`config.mk`:
```
export PLATFORM = sky130hd
export DESIGN_NAME = prio_decoder_seq
export DESIGN_NICKNAME = d
export VERILOG_FILES = /design/src/rtl/prio_decoder_seq.sv
export SDC_FILE = /design/constraint.sdc
export NUM_CORES = 1
export LEC_CHECK = 0
export BUFFER_PORTS_ARGS = -buffer_cell sky130_fd_sc_hd__buf_2
export CAP_MARGIN = 40
export CORE_UTILIZATION = 45
export CTS_BUF_LIST = sky130_fd_sc_hd__clkbuf_2
export DETAILED_ROUTE_END_ITERATION = 6
export PLACE_DENSITY = 0.69
export SYNTH_ARGS = -nofsm -noshare
export SYNTH_HDL_FRONTEND = slang
export SYNTH_SLANG_ARGS = --single-unit
```
`constraint.sdc`:
```
create_clock -name clk -period 2.57 [get_ports clk]
set_clock_uncertainty 0.1 [all_clocks]
set_input_delay 0 -clock clk [delete_from_list [all_inputs] [get_ports clk]]
set_output_delay 0 -clock clk [all_outputs]
set_load 0.01 [all_outputs]
```
`src/rtl/prio_decoder_seq.sv`:
```
// prio_decoder_seq: registered SEL_W-to-2**SEL_W one-hot decoder with DIRECT, SCAN (walking one) and PULSE (one-shot) modes.
// Latency: one clock from inputs to y/idx/valid/busy. No backpressure; mode, en and start are sampled at every clock edge.
// Optional macro PRIO_DEC_SCAN_MASK_EN adds a scan_mask input. A mask bit of 1 makes SCAN skip that index.
module prio_decoder_seq #(
  parameter int SEL_W       = 2,
  parameter int OUT_W       = 2**SEL_W,
  parameter int HOLD_CYCLES = 4
) (
  input  logic             clk,
  input  logic             rst,
  input  logic             en,
  input  logic [1:0]       mode,
  input  logic [SEL_W-1:0] sel,
  input  logic             start,
`ifdef PRIO_DEC_SCAN_MASK_EN
  input  logic [OUT_W-1:0] scan_mask,
`endif
  output logic [OUT_W-1:0] y,
  output logic [SEL_W-1:0] idx,
  output logic             valid,
  output logic             busy
);

  localparam int CNT_W = $clog2(HOLD_CYCLES + 1);
  localparam logic [CNT_W-1:0] CNT_LAST = CNT_W'(HOLD_CYCLES - 1);

  typedef enum logic [1:0] {
    ST_IDLE   = 2'd0,
    ST_DIRECT = 2'd1,
    ST_SCAN   = 2'd2,
    ST_PULSE  = 2'd3
  } state_t;

  state_t           state_q, state_d;
  logic [CNT_W-1:0] cnt_q, cnt_d;
  logic [OUT_W-1:0] y_q, y_d;
  logic [SEL_W-1:0] idx_q, idx_d;
  logic             valid_q, valid_d;
  logic             busy_q, busy_d;

  // These hold the scan entry index and the next scan index, plus flags for whether an unmasked index exists.
  logic [SEL_W-1:0] first_idx, next_idx;
  logic             first_found, next_found;
  state_t           target;
  logic             entering;

`ifdef PRIO_DEC_SCAN_MASK_EN
  logic [SEL_W-1:0] cand;

  // Find the lowest unmasked index for SCAN entry.
  // Find the next unmasked index after idx_q, with wrap.
  // The descending loops leave the nearest hit in place.
  always_comb begin
    first_idx   = '0;
    first_found = 1'b0;
    next_idx    = '0;
    next_found  = 1'b0;
    cand        = '0;
    for (int i = OUT_W - 1; i >= 0; i--) begin
      if (!scan_mask[i]) begin
        first_found = 1'b1;
        first_idx   = SEL_W'(i);
      end
    end
    // When i equals OUT_W, the index wraps back to idx_q. A single unmasked index therefore keeps being selected.
    for (int i = OUT_W; i >= 1; i--) begin
      cand = idx_q + SEL_W'(i);
      if (!scan_mask[cand]) begin
        next_found = 1'b1;
        next_idx   = cand;
      end
    end
  end
`else
  // With no mask, the scan enters at index 0 and steps through every index.
  always_comb begin
    first_idx   = '0;
    first_found = 1'b1;
    next_idx    = idx_q + SEL_W'(1);
    next_found  = 1'b1;
  end
`endif

  // Next-state and output logic. en has priority, then mode. Any change of state restarts the sequence.
  always_comb begin
    cnt_d   = cnt_q;
    idx_d   = idx_q;
    valid_d = valid_q;
    busy_d  = busy_q;

    if (!en) begin
      target = ST_IDLE;
    end else begin
      case (mode)
        2'b00:   target = ST_DIRECT;
        2'b01:   target = ST_SCAN;
        2'b10:   target = ST_PULSE;
        default: target = ST_IDLE;
      endcase
    end
    state_d  = target;
    entering = (target != state_q);

    case (target)
      ST_DIRECT: begin
        cnt_d   = '0;
        idx_d   = sel;
        valid_d = 1'b1;
        busy_d  = 1'b0;
      end
      ST_SCAN: begin
        busy_d = 1'b1;
        if (entering) begin
          cnt_d   = '0;
          idx_d   = first_idx;
          valid_d = first_found;
        end else if (cnt_q == CNT_LAST) begin
          cnt_d   = '0;
          idx_d   = next_idx;
          valid_d = next_found;
        end else begin
          cnt_d = cnt_q + CNT_W'(1);
        end
      end
      ST_PULSE: begin
        if (!entering && busy_q) begin
          // A pulse is running. It ends after HOLD_CYCLES clocks, and start is ignored while it runs.
          if (cnt_q == CNT_LAST) begin
            cnt_d   = '0;
            idx_d   = '0;
            valid_d = 1'b0;
            busy_d  = 1'b0;
          end else begin
            cnt_d = cnt_q + CNT_W'(1);
          end
        end else if (start && !busy_q) begin
          cnt_d   = '0;
          idx_d   = sel;
          valid_d = 1'b1;
          busy_d  = 1'b1;
        end else begin
          cnt_d   = '0;
          idx_d   = '0;
          valid_d = 1'b0;
          busy_d  = 1'b0;
        end
      end
      default: begin
        cnt_d   = '0;
        idx_d   = '0;
        valid_d = 1'b0;
        busy_d  = 1'b0;
      end
    endcase

    // y is always derived from idx and valid. This keeps y one-hot, or zero when valid is low.
    y_d = valid_d ? ({{(OUT_W-1){1'b0}}, 1'b1} << idx_d) : '0;
  end

  // State and output registers, with asynchronous active-high reset.
  always_ff @(posedge clk or posedge rst) begin
    if (rst) begin
      state_q <= ST_IDLE;
      cnt_q   <= '0;
      y_q     <= '0;
      idx_q   <= '0;
      valid_q <= 1'b0;
      busy_q  <= 1'b0;
    end else begin
      state_q <= state_d;
      cnt_q   <= cnt_d;
      y_q     <= y_d;
      idx_q   <= idx_d;
      valid_q <= valid_d;
      busy_q  <= busy_d;
    end
  end

  assign y     = y_q;
  assign idx   = idx_q;
  assign valid = valid_q;
  assign busy  = busy_q;

endmodule

```
==> results of run 1 <==
-- cells by family (layout without fill, tap and decap cells) --
kind of cell | Yosys count | count (layout) | synth area share
and+or+nand+nor | 18 | 18 | 0.1700
AOI/OAI and AO/OA | 15 | 15 | 0.1993
DFF | 13 | 13 | 0.4753
buffers and inverters | 10 | 33 | 0.05484
adders and majority gates | 4 | 4 | 0.07313
xor gates and xnor gates | 1 | 1 | 0.01280
muxes | 1 | 1 | 0.01463
-- state kept, by name, indices dropped and copies added (netlist names) --
signal,flops
cnt_q,3
busy,1
valid,1
y,4
state_q,2
idx,2
-- metal layers --
metal / vias to the layer above / global-route usage / wire length [um]
met2: 8 / 0.3125 / 635
met1: 280 / 0.2765 / 717
met3: 2 / 0.04891 / 33
li1: 271 / - / -
met4: 0 / 0.1000 / 11
met5: - / 0 / 0
-- cells in the final DEF, fill, tap and decap left out, types with 2 or more instances in the layout --
cell and count:
nor4_1 3, a2111oi_0 2, ha_1 4, dfrtp_1 13, inv_1 9, dlygate4sd3_1 4
nand2_1 2, buf_2 15, clkbuf_2 4, o21ai_1 2, and2_1 2, a21oi_1 2
nor2_1 4
-- worst min-delay path: cells and delay by family --
kind	cells	cell delay [ns]
and+or+nand+nor	2	0.24
AOI/OAI and AO/OA	1	0.07
buffers and inverters	2	0.13
-- through the flow --
step / setup WS (ns) / total power, mW / util / hold WS (ns)
floorplan: 0.7341 / 0.2680 / - / -0.2230
detailed placement: 0.4793 / 0.2904 / 0.5765 / -0.05396
finish: 0.4424 / 0.3990 / 0.6209 / 0.1133
global placement: 0.5780 / 0.2891 / 0.5765 / -0.06177
global route: 0.1787 / 0.4220 / 0.6209 / 0.1619
CTS: 0.4437 / 0.4032 / 0.6209 / 0.1111
-- timing repair --
| action | CTS | global route |
|---|---|---|
| endpoints found under the hold margin | 19 | 0 |
| hold buffers | 4 | 0 |
| setup buffers | 0 | 0 |
| resized for setup | 0 | 0 |
-- power groups by stage --
stage / Clock, mW / Sequential, mW / Combinational, mW
final: 0.108 / 0.219 / 0.0719
after global routing: 0.120 / 0.220 / 0.0814
after CTS: 0.112 / 0.219 / 0.0724
after detailed placement: 0 / 0.223 / 0.0675
after global placement: 0 / 0.223 / 0.0664
after floorplan: 0 / 0.225 / 0.0433
-- final timing paths --
| path | start | slack, ns | end | depth (start not counted) |
|---|---|---|---|---|
| worst max-delay path | cnt_q[0]$_DFF_PP0_ | 0.44 | y[0]$_DFF_PP0_ | 8 |
| min in group asynchronous | rst | 0.17 | y[3]$_DFF_PP0_ | 3 |
| worst min-delay path | sel[1] | 0.11 | y[3]$_DFF_PP0_ | 5 |
| worst min register to register | cnt_q[0]$_DFF_PP0_ | 0.36 | cnt_q[0]$_DFF_PP0_ | 1 |
| worst max register to register | cnt_q[0]$_DFF_PP0_ | 0.44 | y[0]$_DFF_PP0_ | 8 |
| max in group asynchronous | rst | 1.86 | y[0]$_DFF_PP0_ | 3 |
-- area by class of cell --
class / count / area share
clock buffers: 4 / 0.02388
inverters: 10 / 0.04478
multi-input cells: 39 / 0.3836
flip-flops and latches: 13 / 0.3881
well taps: 15 / 0.02239
repair buffers: 19 / 0.1373
==> results by group, run 1 <==
Cells and area
  • Final Instance Area: 838.3 um2
  • Sequential cell area: 325.3 um2
  • Layout fillers: 113
  • Diode count: 0
  • Area of the multi-input gates: 321.6 um2
  • Non-filler cells, final: 100
  • Final #Nets: 98
  • Layout cell share with drive strength beyond 1: 0.2941
  • Area delta synth->final: 22.49%

Timing
  • Final min period: 2.128 ns
  • Max Clk Rate: 470.0 MHz
  • RSZ-0062 raised after global routing: no
  • Worst Max-Slew Pin Slew: 0.5604 ns
  • Final period utilization: 0.8279
  • Final Hold Viols: 0
  • Setup_tns: 0 ns
  • Pins Over Slew Limit: 0
  • Final setup violation count: 0
  • Relative slew slack: 0.6242

Worst setup path
  • Crit-path cells: ha_1, nor2b_2, inv_2, ha_1, mux2i_1, a22oi_2, inv_1, a2111oi_0
  • Crit-path most repeated cell: ha_1
  • Slowest CP cell: dfrtp_1
  • Critical path startpoint category: flop
  • Delay-heaviest family, CP: compound AO/OA/AOI/OAI gates
  • WS Path Type: flop to flop
  • Crit. End Element: flop
  • CP max FO: 4
  • CP peak stage delay: 0.38 ns
  • CP Data Required Time: 2.60 ns
  • Worst path arrival time: 2.15 ns
  • Worst path bufs/invs: 2

Run status
  • Status: complete, no violations

Logic synthesis
  • Ys flop type: dfrtp_1
  • Post-synthesis cell area: 684.4 um2
  • Area leader, netlist: dfrtp_1
  • Mapped Nets: 74
  • Top area cells in the synthesized netlist: dfrtp_1, ha_1, inv_1
  • Flops & latches, synth: 13
  • Syn avg cell area: 11.04 um2
  • Post-synth ARST share: 1.000
  • Yosys warns: 0
  • Number of flops mapped to enable cells by yosys: 0
  • Sequential fraction of the synthesis area: 0.4753
  • Yosys top cell area share: 0.4753
  • Synth unique cells: 29
  • Top post-synthesis cells by count: dfrtp_1, inv_1, ha_1, nor2_1, nor4_1
  • Mapped Cells: 62
  • Most common cell in the netlist: dfrtp_1

Power and ir drop
  • Reg power frac: 0.549
  • Switching power: 0.1141 mW
  • Clk pwr share: 0.271
  • Power Density: 475.9 nW/um2
  • Static leakage: 0.4372 nW
  • Switch share: 0.2861
  • Worst vdd ir: 0.2785 mV
  • Combinational share of power: 0.180
  • Int Pwr: 0.2848 mW

Global routing
  • Antenna violations before repair: 0
  • Pin count of the biggest net entering global routing: 14
  • Overall Global Routing Usage: 0.2075
  • First-pass GRT wire length: 2194 um
  • Total grt overflow: 0
  • Number of global-route vias before repair: 519

Clock network
  • Worst-Skew Late Latency: 0.27 ns
  • Clock sinks: 13
  • CTS root buf: clkbuf_2
  • TritonCTS Buffers: 3
  • H-tree depth: 1
  • Reg clk slew, reported paths: 0.14 ns
  • CTS tree: built
  • Max Root-Sink Buffers: 2

Placement
  • GPL Wtd Cong: 0.8615
  • Placed inst area: 778.2 um2
  • Hpwl dp: 1078 um
  • Dpl cells: 92
  • Number of buffers added on ports: 15

Route
  • Vias post-DR: 561
  • Via/cell ratio: 5.610
  • Antenna viol nets, final: 0
  • Drt first pass iters: 3
  • WL per Instance: 13.97 um
  • Routed wire length: 1397 um
  • # DRC: 0
  • Iteration-0 DRC Markers: 6

Die
  • Initial Util: 0.5070
  • Die Span Y: 41 um
  • Std-Cell Rows: 13
  • Io pins: 16
  • Core area: 1350 um2
  • Die width: 41 um
  • Die Area: 1681 um2

Hold path
  • Hold WC Path Type: primary input to flop

Run
  • Max-Cap Viols: 0
Power figures use the tool's default switching activity.
==> run 2: changes to the inputs <==
==> constraint.sdc (replaced) <==
create_clock -name clk -period 2 [get_ports clk]
set_clock_uncertainty 0.1 [all_clocks]
set_input_delay 0 -clock clk [delete_from_list [all_inputs] [get_ports clk]]
set_output_delay 0 -clock clk [all_outputs]
set_load 0.01 [all_outputs]
==> results by group, run 2 (synthesis gave the netlist of run 1 again) <==
Timing
  • Final Hold Viols: 0
  • Max Clk Rate: 495.7 MHz
  • Final period utilization: 1.009
  • Final setup violation count: 1
  • Pins Over Slew Limit: 0
  • Worst Max-Slew Pin Slew: 0.5139 ns
  • Final min period: 2.017 ns
  • RSZ-0062 raised after global routing: yes
  • Fin worst setup slack: -0.01744 ns
  • Relative slew slack: 0.6486

Clock network
  • Worst-Skew Late Latency: 0.26 ns
  • Max Root-Sink Buffers: 2
  • H-tree depth: 1
  • TritonCTS Buffers: 3
  • Reg clk slew, reported paths: 0.12 ns
  • CTS tree: built
  • Clock sinks: 13
  • CTS root buf: clkbuf_2

Die
  • Std-Cell Rows: 13
  • Die Area: 1681 um2
  • Io pins: 16
  • Die width: 41 um
  • Die Span Y: 41 um
  • Initial Util: 0.5070
  • Core area: 1350 um2

Run
  • Max-Cap Viols: 0

Cells and area
  • Diode count: 0
  • Non-filler cells, final: 106
  • Most common cell after layout, fill and taps aside: buf_2
  • Layout cell share with drive strength beyond 1: 0.4176
  • Most frequent cells in the layout: buf_2, dfrtp_1, inv_1
  • Layout fillers: 97
  • Final #Nets: 104
  • Fin util: 0.7044
  • Max reg flops: 4
  • Final Instance Area: 950.9 um2
  • Area delta synth->final: 38.94%

Power and ir drop
  • Power Density: 561.7 nW/um2
  • Reg power frac: 0.527
  • Int Pwr: 0.3765 mW
  • Worst vdd ir: 0.4355 mV
  • Switch share: 0.2950
  • Switching power: 0.1576 mW
  • Combinational share of power: 0.219
  • Static leakage: 0.4763 nW
  • Clk pwr share: 0.254

Route
  • Routed wire length: 1663 um
  • Vias post-DR: 577
  • Iteration-0 DRC Markers: 7
  • Wl on met1: 780 um
  • Drt first pass iters: 3
  • Top Layer Used: met3
  • Antenna viol nets, final: 0
  • Routed wl met2: 844 um
  • WL per Instance: 15.69 um
  • # DRC: 0
  • Via/cell ratio: 5.443
  • Met3 WL: 38 um

Worst setup path
  • Worst path arrival time: 2.08 ns
  • Reg2reg setup slack: -0.02 ns
  • CP peak stage delay: 0.52 ns
  • WS Path Type: flop to flop
  • CP max FO: 5
  • Crit-path cells: ha_2, nor2b_4, inv_2, a41oi_1, o32a_2, a2111oi_4
  • Crit. End Element: flop
  • Worst r2r path cells: 6
  • RR Endpoint: y[0]$_DFF_PP0_
  • Slowest CP cell: o32a_2
  • Critical path startpoint category: flop
  • CP Data Required Time: 2.06 ns
  • RR Startpoint: cnt_q[0]$_DFF_PP0_

Global routing
  • Antenna violations before repair: 0
  • Overall Global Routing Usage: 0.2165
  • Pin count of the biggest net entering global routing: 14
  • Total grt overflow: 0
  • Number of global-route vias before repair: 536
  • First-pass GRT wire length: 2283 um

Placement
  • Number of buffers added on ports: 15
  • Placed inst area: 808.3 um2
  • Hpwl dp: 1125 um
  • GPL Wtd Cong: 0.7983
  • Dpl cells: 96

Run status
  • Failing checks: negative setup slack
  • Status: finished, violations left

Hold path
  • Hold WC Path Type: primary input to asynchronous set/reset pin
[run 2: what timing repair did]
action | CTS | global route
gates cloned | 0 | 0
gates resized for setup | 3 | 9
buffers inserted | 0 | 2
pin swaps | 0 | 5
endpoints found under the hold margin | 17 | 0
endpoints found under the setup margin | 2 | 4
hold buffers | 4 | 0
[run 2: final cells by class]
type,instances,area [um2],area share
clock buffer,4,20.02,0.02105
tap,15,18.77,0.01974
timing repair buffer,25,160.2,0.1684
inverter,10,37.54,0.03947
multi-input combinational,39,389.1,0.4092
sequential,13,325.3,0.3421
[run 2: worst max-delay path by stage]
stage	startpoint	end	slack, ns	cells after the start
5_1_grt	state_q[0]$_DFF_PP0_	y[2]$_DFF_PP0_	-0.13	4
4_1_cts	cnt_q[0]$_DFF_PP0_	y[3]$_DFF_PP0_	-0.005	6
2_1_floorplan	cnt_q[0]$_DFF_PP0_	y[0]$_DFF_PP0_	0.16	8
3_5_place_dp	cnt_q[0]$_DFF_PP0_	y[0]$_DFF_PP0_	-0.11	8
3_3_place_gp	cnt_q[0]$_DFF_PP0_	y[0]$_DFF_PP0_	-0.04	8
6_report	cnt_q[0]$_DFF_PP0_	y[0]$_DFF_PP0_	-0.02	6
[run 2: worst max-delay path, delay by kind of cell (launching register included)]
kind / cells / cell delay, ns
compound gates: 3 / 1.02
buf+inv: 1 / 0.08
fa+ha+maj: 1 / 0.18
simple gates: 1 / 0.13
flops: 1 / 0.40
[run 2: routing by layer]
metal  GRT usage  up-vias
li1            -      283
met3     0.04891        0
met1      0.2976      286
met5           0        -
met2      0.3320        8
met4     0.07500        0
[run 2: power groups by stage]
stage / combinational (mW) / clock, mW / sequential (mW)
after floorplan: 0.0557 / 0 / 0.289
after global placement: 0.0903 / 0 / 0.286
after detailed placement: 0.0914 / 0 / 0.286
after CTS: 0.102 / 0.140 / 0.281
after global routing: 0.128 / 0.149 / 0.283
final: 0.117 / 0.136 / 0.282
[run 2: through the flow]
stage	hold WS (ns)	power [mW]	setup WS [ns]	setup TNS (ns)
6_report	0.1936	0.5341	-0.01744	-0.01744
5_1_grt	0.2002	0.5604	-0.1270	-0.5672
4_1_cts	0.1704	0.5233	-0.005098	-0.005098
3_5_place_dp	-0.05946	0.3778	-0.1053	-0.1057
3_3_place_gp	-0.05856	0.3764	-0.03566	-0.03566
2_1_floorplan	-0.2230	0.3444	0.1641	0
